[src/rtl/decode_cycle.sv]
// RV32I decode stage: main/ALU decoders, immediate extender, 32x32 register file
// with write-first bypass, and the ID/EX pipeline register that feeds execute.
module decode_cycle #(
  parameter int XLEN  = 32,
  parameter int NREGS = 32
) (
  input  logic                     clk,
  input  logic                     rst,
  input  logic [31:0]              InstrD,
  input  logic [XLEN-1:0]          PCD,
  input  logic [XLEN-1:0]          PCPlus4D,
  input  logic                     RegWriteW,
  input  logic [$clog2(NREGS)-1:0] RDW,
  input  logic [XLEN-1:0]          ResultW,
  input  logic                     FlushE,
  output logic                     RegWriteE,
  output logic                     ResultSrcE,
  output logic                     MemWriteE,
  output logic                     BranchE,
  output logic                     ALUSrcE,
  output logic [2:0]               ALUControlE,
  output logic [XLEN-1:0]          RD1E,
  output logic [XLEN-1:0]          RD2E,
  output logic [XLEN-1:0]          ImmExtE,
  output logic [$clog2(NREGS)-1:0] RS1E,
  output logic [$clog2(NREGS)-1:0] RS2E,
  output logic [$clog2(NREGS)-1:0] RDE,
  output logic [XLEN-1:0]          PCE,
  output logic [XLEN-1:0]          PCPlus4E
);

  localparam int AW = $clog2(NREGS);

  localparam logic [6:0] OP_LW   = 7'b0000011;
  localparam logic [6:0] OP_SW   = 7'b0100011;
  localparam logic [6:0] OP_R    = 7'b0110011;
  localparam logic [6:0] OP_IALU = 7'b0010011;
  localparam logic [6:0] OP_BEQ  = 7'b1100011;

  localparam logic [2:0] ALU_ADD = 3'b000;
  localparam logic [2:0] ALU_SUB = 3'b001;
  localparam logic [2:0] ALU_AND = 3'b010;
  localparam logic [2:0] ALU_OR  = 3'b011;
  localparam logic [2:0] ALU_SLT = 3'b101;

  typedef enum logic [1:0] {
    IMM_NONE,
    IMM_I,
    IMM_S,
    IMM_B
  } immSrc_e;

  typedef enum logic [1:0] {
    ALUOP_ADD   = 2'b00,
    ALUOP_SUB   = 2'b01,
    ALUOP_FUNCT = 2'b10
  } aluOp_e;

  logic [6:0]     opcode;
  logic [2:0]     funct3;
  logic [AW-1:0]  rs1Idx;
  logic [AW-1:0]  rs2Idx;
  logic [AW-1:0]  rdIdx;

  assign opcode = InstrD[6:0];
  assign funct3 = InstrD[14:12];
  assign rs1Idx = InstrD[19:15];
  assign rs2Idx = InstrD[24:20];
  assign rdIdx  = InstrD[11:7];

  logic     regWrite;
  logic     resultSrc;
  logic     memWrite;
  logic     branch;
  logic     aluSrc;
  immSrc_e  immSrc;
  aluOp_e   aluOp;
  logic     isRType;

  // Unknown opcodes decode to a bubble: every control left at its default.
  always_comb begin
    regWrite  = 1'b0;
    resultSrc = 1'b0;
    memWrite  = 1'b0;
    branch    = 1'b0;
    aluSrc    = 1'b0;
    immSrc    = IMM_NONE;
    aluOp     = ALUOP_ADD;
    isRType   = 1'b0;
    case (opcode)
      OP_LW: begin
        regWrite  = 1'b1;
        resultSrc = 1'b1;
        aluSrc    = 1'b1;
        immSrc    = IMM_I;
      end
      OP_SW: begin
        memWrite = 1'b1;
        aluSrc   = 1'b1;
        immSrc   = IMM_S;
      end
      OP_R: begin
        regWrite = 1'b1;
        aluOp    = ALUOP_FUNCT;
        isRType  = 1'b1;
      end
      OP_IALU: begin
        regWrite = 1'b1;
        aluSrc   = 1'b1;
        immSrc   = IMM_I;
        aluOp    = ALUOP_FUNCT;
      end
      OP_BEQ: begin
        branch = 1'b1;
        immSrc = IMM_B;
        aluOp  = ALUOP_SUB;
      end
      default: ;
    endcase
  end

  logic [2:0] aluControl;

  // Bit 30 selects sub only for R-type; for addi it is part of the immediate.
  always_comb begin
    aluControl = ALU_ADD;
    case (aluOp)
      ALUOP_SUB: aluControl = ALU_SUB;
      ALUOP_FUNCT: begin
        case (funct3)
          3'b000:  aluControl = (isRType && InstrD[30]) ? ALU_SUB : ALU_ADD;
          3'b010:  aluControl = ALU_SLT;
          3'b110:  aluControl = ALU_OR;
          3'b111:  aluControl = ALU_AND;
          default: aluControl = ALU_ADD;
        endcase
      end
      default: aluControl = ALU_ADD;
    endcase
  end

  logic [XLEN-1:0] immExt;

  always_comb begin
    immExt = '0;
    case (immSrc)
      IMM_I: immExt = {{(XLEN-12){InstrD[31]}}, InstrD[31:20]};
      IMM_S: immExt = {{(XLEN-12){InstrD[31]}}, InstrD[31:25], InstrD[11:7]};
      IMM_B: immExt = {{(XLEN-13){InstrD[31]}}, InstrD[31], InstrD[7],
                       InstrD[30:25], InstrD[11:8], 1'b0};
      default: immExt = '0;
    endcase
  end

  // x0 has no storage; only entries 1..NREGS-1 exist.
  logic [XLEN-1:0] regs_q [1:NREGS-1];

  always_ff @(posedge clk or negedge rst) begin
    if (!rst) begin
      for (int i = 1; i < NREGS; i++) begin
        regs_q[i] <= '0;
      end
    end else if (RegWriteW && (RDW != '0)) begin
      regs_q[RDW] <= ResultW;
    end
  end

  logic            bypassOk;
  logic [XLEN-1:0] rd1;
  logic [XLEN-1:0] rd2;

  assign bypassOk = RegWriteW && (RDW != '0);

  // Write-first: a same-cycle writeback to a read index is forwarded.
  always_comb begin
    rd1 = '0;
    rd2 = '0;
    if (rs1Idx != '0) begin
      rd1 = (bypassOk && (RDW == rs1Idx)) ? ResultW : regs_q[rs1Idx];
    end
    if (rs2Idx != '0) begin
      rd2 = (bypassOk && (RDW == rs2Idx)) ? ResultW : regs_q[rs2Idx];
    end
  end

  logic            regWrite_q,  regWrite_d;
  logic            resultSrc_q, resultSrc_d;
  logic            memWrite_q,  memWrite_d;
  logic            branch_q,    branch_d;
  logic            aluSrc_q,    aluSrc_d;
  logic [2:0]      aluControl_q, aluControl_d;
  logic [XLEN-1:0] rd1_q, rd1_d;
  logic [XLEN-1:0] rd2_q, rd2_d;
  logic [XLEN-1:0] imm_q, imm_d;
  logic [AW-1:0]   rs1_q, rs1_d;
  logic [AW-1:0]   rs2_q, rs2_d;
  logic [AW-1:0]   rd_q,  rd_d;
  logic [XLEN-1:0] pc_q,  pc_d;
  logic [XLEN-1:0] pcPlus4_q, pcPlus4_d;

  // A flush squashes only the controls; data/index/PC fields still advance.
  always_comb begin
    regWrite_d   = regWrite;
    resultSrc_d  = resultSrc;
    memWrite_d   = memWrite;
    branch_d     = branch;
    aluSrc_d     = aluSrc;
    aluControl_d = aluControl;
    rd1_d        = rd1;
    rd2_d        = rd2;
    imm_d        = immExt;
    rs1_d        = rs1Idx;
    rs2_d        = rs2Idx;
    rd_d         = rdIdx;
    pc_d         = PCD;
    pcPlus4_d    = PCPlus4D;
    if (FlushE) begin
      regWrite_d   = 1'b0;
      resultSrc_d  = 1'b0;
      memWrite_d   = 1'b0;
      branch_d     = 1'b0;
      aluSrc_d     = 1'b0;
      aluControl_d = 3'b000;
    end
  end

  always_ff @(posedge clk or negedge rst) begin
    if (!rst) begin
      regWrite_q   <= 1'b0;
      resultSrc_q  <= 1'b0;
      memWrite_q   <= 1'b0;
      branch_q     <= 1'b0;
      aluSrc_q     <= 1'b0;
      aluControl_q <= 3'b000;
      rd1_q        <= '0;
      rd2_q        <= '0;
      imm_q        <= '0;
      rs1_q        <= '0;
      rs2_q        <= '0;
      rd_q         <= '0;
      pc_q         <= '0;
      pcPlus4_q    <= '0;
    end else begin
      regWrite_q   <= regWrite_d;
      resultSrc_q  <= resultSrc_d;
      memWrite_q   <= memWrite_d;
      branch_q     <= branch_d;
      aluSrc_q     <= aluSrc_d;
      aluControl_q <= aluControl_d;
      rd1_q        <= rd1_d;
      rd2_q        <= rd2_d;
      imm_q        <= imm_d;
      rs1_q        <= rs1_d;
      rs2_q        <= rs2_d;
      rd_q         <= rd_d;
      pc_q         <= pc_d;
      pcPlus4_q    <= pcPlus4_d;
    end
  end

  // Outputs are forced low for as long as reset is held.
  assign RegWriteE   = rst & regWrite_q;
  assign ResultSrcE  = rst & resultSrc_q;
  assign MemWriteE   = rst & memWrite_q;
  assign BranchE     = rst & branch_q;
  assign ALUSrcE     = rst & aluSrc_q;
  assign ALUControlE = rst ? aluControl_q : 3'b000;
  assign RD1E        = rst ? rd1_q : '0;
  assign RD2E        = rst ? rd2_q : '0;
  assign ImmExtE     = rst ? imm_q : '0;
  assign RS1E        = rst ? rs1_q : '0;
  assign RS2E        = rst ? rs2_q : '0;
  assign RDE         = rst ? rd_q : '0;
  assign PCE         = rst ? pc_q : '0;
  assign PCPlus4E    = rst ? pcPlus4_q : '0;

endmodule

[config.mk]
export PLATFORM = sky130hd
export DESIGN_NAME = decode_cycle
export DESIGN_NICKNAME = d
export VERILOG_FILES = /design/src/rtl/decode_cycle.sv
export SDC_FILE = /design/constraint.sdc
export NUM_CORES = 2
export LEC_CHECK = 0
export CORE_MARGIN = 5
export CORE_UTILIZATION = 55
export DETAILED_ROUTE_END_ITERATION = 10
export GPL_TIMING_DRIVEN = 0
export PLACE_DENSITY_LB_ADDON = 0.05
export SLEW_MARGIN = 40
export SYNTH_ARGS = -nofsm -noshare
export SYNTH_HDL_FRONTEND = slang
export SYNTH_SLANG_ARGS = --single-unit
[constraint.sdc]
create_clock -name clk -period 1.7 [get_ports clk]
set_input_delay 0.34 -clock clk [delete_from_list [all_inputs] [get_ports clk]]
set_output_delay 0.34 -clock clk [all_outputs]
set_load 0.03 [all_outputs]
==> results.yml <==
sta:
  tightest_slew_ns: 0.8683
  setup_tns_ns: -53.37
  setup_viol: 874
  hold_violations: 0
  clock.fmax_mhz: 477.6
  slew_headroom: 0.4212
  rsz0062_at_grt: "yes"
  fin_ws_ns: -0.3936
  finalClockSkew_ns: 0.02325
  period_needed_ns: 2.094
  timing.final.crit_share: 1.232
  slew_viol_final: 0
worst_setup_path:
  max_stage_delay_ns: 0.59
  crit_start: "regs_q[13]"
  cpMostUsedCell: "mux4_2"
  required_ns: 2.34
  critical_path_cell_count: 4
  crit_path_start_kind: "register"
  arrival_ns: 2.74
  reg2reg_to: "rd2_q[13]"
  setup.worst_path.end: "rd2_q[13]"
  timing.rr.start: "regs_q[13]"
  crit_path_end_kind: "register"
  crit_buf_inv: 0
  timing.critical_path.max_delay_family: "multiplexers"
  crit_slowest_cell: "mux4_2"
  worstPathCellList: "mux4_2, mux4_2, nand2b_4, a32o_2"
  reg2reg_slack_ns: -0.39
  critPathMaxFanout: 2
  crit_type: "reg -> reg"
  reg2reg_depth: 4
outcome:
  status: "complete, but fails checks"
  violations: "negative setup slack"
power:
  combPwrFrac: 0.250
  switching_share: 0.3052
  power_frac_clock: 0.336
  power_frac_seq: 0.414
  max-vdd-ir-drop_v: 0.001086
  power.leakage_nw: 34.11
  p_switching_mw: 26.78
  intPower_mw: 60.95
  p_per_area_mw_per_mm2: 1128
die:
  die_y_um: 338.8
  start_util: 0.5545
  die_w_um: 338.8
  core_region_area_mm2: 0.1072
  dieArea_mm2: 0.1148
  fp-row-count: 120
  ioPinCount: 320
synthesis:
  yosysWarnings: 0
  yosys_register_bits: 1156
  netlist-cell-type-count: 58
  async_reset_ff_frac: 1.000
  ys_top_cells_by_area: "dfrtp_1, mux2_2, mux4_2, mux2i_1, and2_1"
  avgSynthCellArea_um2: 13.96
  synth_fp_nets: 4396
  synth_common_cells: "dfrtp_1, mux2_2, mux4_2, clkbuf_1, and2_1"
  synth_ff_type: "dfrtp_1"
  syn_inst: 4257
  synthMostInstantiatedCell: "dfrtp_1"
  ys_seq_area_frac: 0.4867
  synth_area_mm2: 0.05944
  synth_edf_count: 0
  synth_top_area_share: 0.4867
  synth.largest_area_cell: "dfrtp_1"
clocking:
  cts_sinks: 1156
  clk_path_buf_depth: 3
  clk_latency_ns: 0.78
  cts.clk_slew.worst_paths_ns: 0.06
  numCtsBuffers: 131
  root_buffer: "clkbuf_16"
  cts-htree-levels: 4
  tritoncts: "built"
finish:
  fin_area_mm2: 0.07778
  synthToLayoutAreaGrowth_pct: 30.85
  finalNetCount: 5106
  layout-drive-gt1-share: 0.5725
drt:
  drc: 0
  via_count: 46640
  wl_per_cell_um: 42.41
  drt-pass1-iter-count: 8
  routed_wl_um: 275200
  ant_nets: 0
  vias_per_cell: 7.186
  drt_iter0_markers: 6792
grt:
  antenna_found_initial: 24
  grt_max_degree: 114
  grt_pass1_vias: 45310
  grt_overflow: 0
  grt_pass1_wl_um: 368700
  grt_usage: 0.4659
place:
  hpwl_um: 185300
  place.gp.congestion: 1.025
  io_buffers: 315
  dpl-instance-area_mm2: 0.06602
min_path:
  hold_path_class: "in -> async"
job:
  max_cap_viol_count: 0
[per-layer routing]
layer  vias up  part of all wire  wire length [um]  track usage
met1     24220              0.36             98190       0.5871
met3       989              0.15             41770       0.2241
met5         -            0.0021               575      0.01458
li1      17560                 -                 -            -
met2      3844              0.40            111400       0.6379
met4        24             0.085             23270       0.3061
[sequential cells by signal, summed over array words and instances, names as in the netlist, 3 cells and up]
register	count
pc_q	32
rs2_q	5
aluControl_q	3
rs1_q	5
regs_q	992
imm_q	13
pcPlus4_q	32
rd_q	5
rd2_q	32
rd1_q	32
[cell families (layout without fill, tap and decap cells)]
group / Yosys count / in the layout / synth area share
XOR/XNOR: 10 / 10 / 0.001473
AND/OR/NAND/NOR: 539 / 542 / 0.04751
adder cells (fa/ha/maj): 2 / 2 / 0.0004209
AO/OA/AOI/OAI: 498 / 498 / 0.05679
other: 0 / 16 / 0
flip-flops: 1156 / 1156 / 0.4867
buffers and inverters: 450 / 1261 / 0.03618
multiplexers: 1602 / 1602 / 0.3710
[worst min path at each step]
stage	start	slack, ns	to
2_1_floorplan	rst	0.04	aluControl_q[0]
3_3_place_gp	regs_q[809]	0.50	regs_q[809]
3_5_place_dp	rst	0.25	pcPlus4_q[18]
4_1_cts	PCPlus4D[16]	0.0007	pcPlus4_q[16]
5_1_grt	PCPlus4D[30]	0.02	pcPlus4_q[30]
6_report	rst	0.002	rd2_q[28]
[through the flow]
stage / cells / utilization / power [mW] / setup slack, ns / hold WS (ns)
global route: 6477 / 0.7252 / 89.65 / -0.3668 / 0.01770
global placement: 5975 / 0.6104 / 53.31 / -53.23 / 0.4991
finish: 6490 / 0.7255 / 87.73 / -0.3936 / 0.001750
floorplan: 4257 / - / 46.96 / -0.2789 / 0.04441
detailed placement: 5994 / 0.6159 / 54.46 / -4.122 / 0.2480
CTS: 6443 / 0.7148 / 85.80 / -0.5389 / 0.0007346
[power groups by stage]
stage,Clock [mW],Sequential [mW],Combinational (mW)
2_1_floorplan,0,35.1,11.8
3_3_place_gp,0,36.3,17.0
3_5_place_dp,0,36.4,18.1
4_1_cts,29.4,36.0,20.5
5_1_grt,30.5,36.7,22.4
6_report,29.5,36.3,21.9
[cell type report]
cell class	count	area [um2]
Antenna cell	16	40.04
Buffer	432	4641
Clock buffer	186	3789
Clock inverter	51	603.1
Fill cell	7256	29420
Inverter	9	45.04
Multi-Input combinational cell	2654	30750
Sequential cell	1156	28930
Tap cell	1403	1755
Timing Repair Buffer	583	7231
[cell usage in the layout (no fill, tap or decap), types with 15 or more instances in the layout]
master / count
a21oi_1: 58
a21oi_2: 32
a221oi_2: 26
a22o_1: 15
a22oi_1: 95
and2_4: 163
buf_12: 80
buf_16: 57
buf_2: 51
buf_4: 145
buf_6: 260
buf_8: 33
bufbuf_16: 21
clkbuf_1: 126
clkbuf_16: 151
clkbuf_2: 24
clkbuf_4: 37
clkbuf_8: 62
clkdlybuf4s50_1: 119
clkinv_2: 26
dfrtp_1: 1155
diode_2: 16
dlygate4sd3_1: 27
mux2_2: 1080
mux2i_1: 141
mux4_2: 358
nand2_1: 86
nand2_2: 19
nand3_1: 23
nor2_1: 55
nor2_4: 25
nor2b_1: 31
nor4_1: 19
o21ai_0: 49
o21ai_1: 17
o21ai_2: 32
o22ai_1: 17
[worst register-to-register path, stage by stage, from the launching register on]
cell and delay (ns):
dfrtp_1 0.38, mux4_2 0.59, mux4_2 0.55, nand2b_4 0.17, a32o_2 0.28
[repair_timing]
action	4_1_cts	5_1_grt
cloned	38	7
hold endpoints to repair	214	40
pin swaps	82	104
gates resized for setup	2185	293
hold buffers	26	4
buffers inserted	153	33
setup endpoints to repair	1481	612
Power figures use the tool's default switching activity.
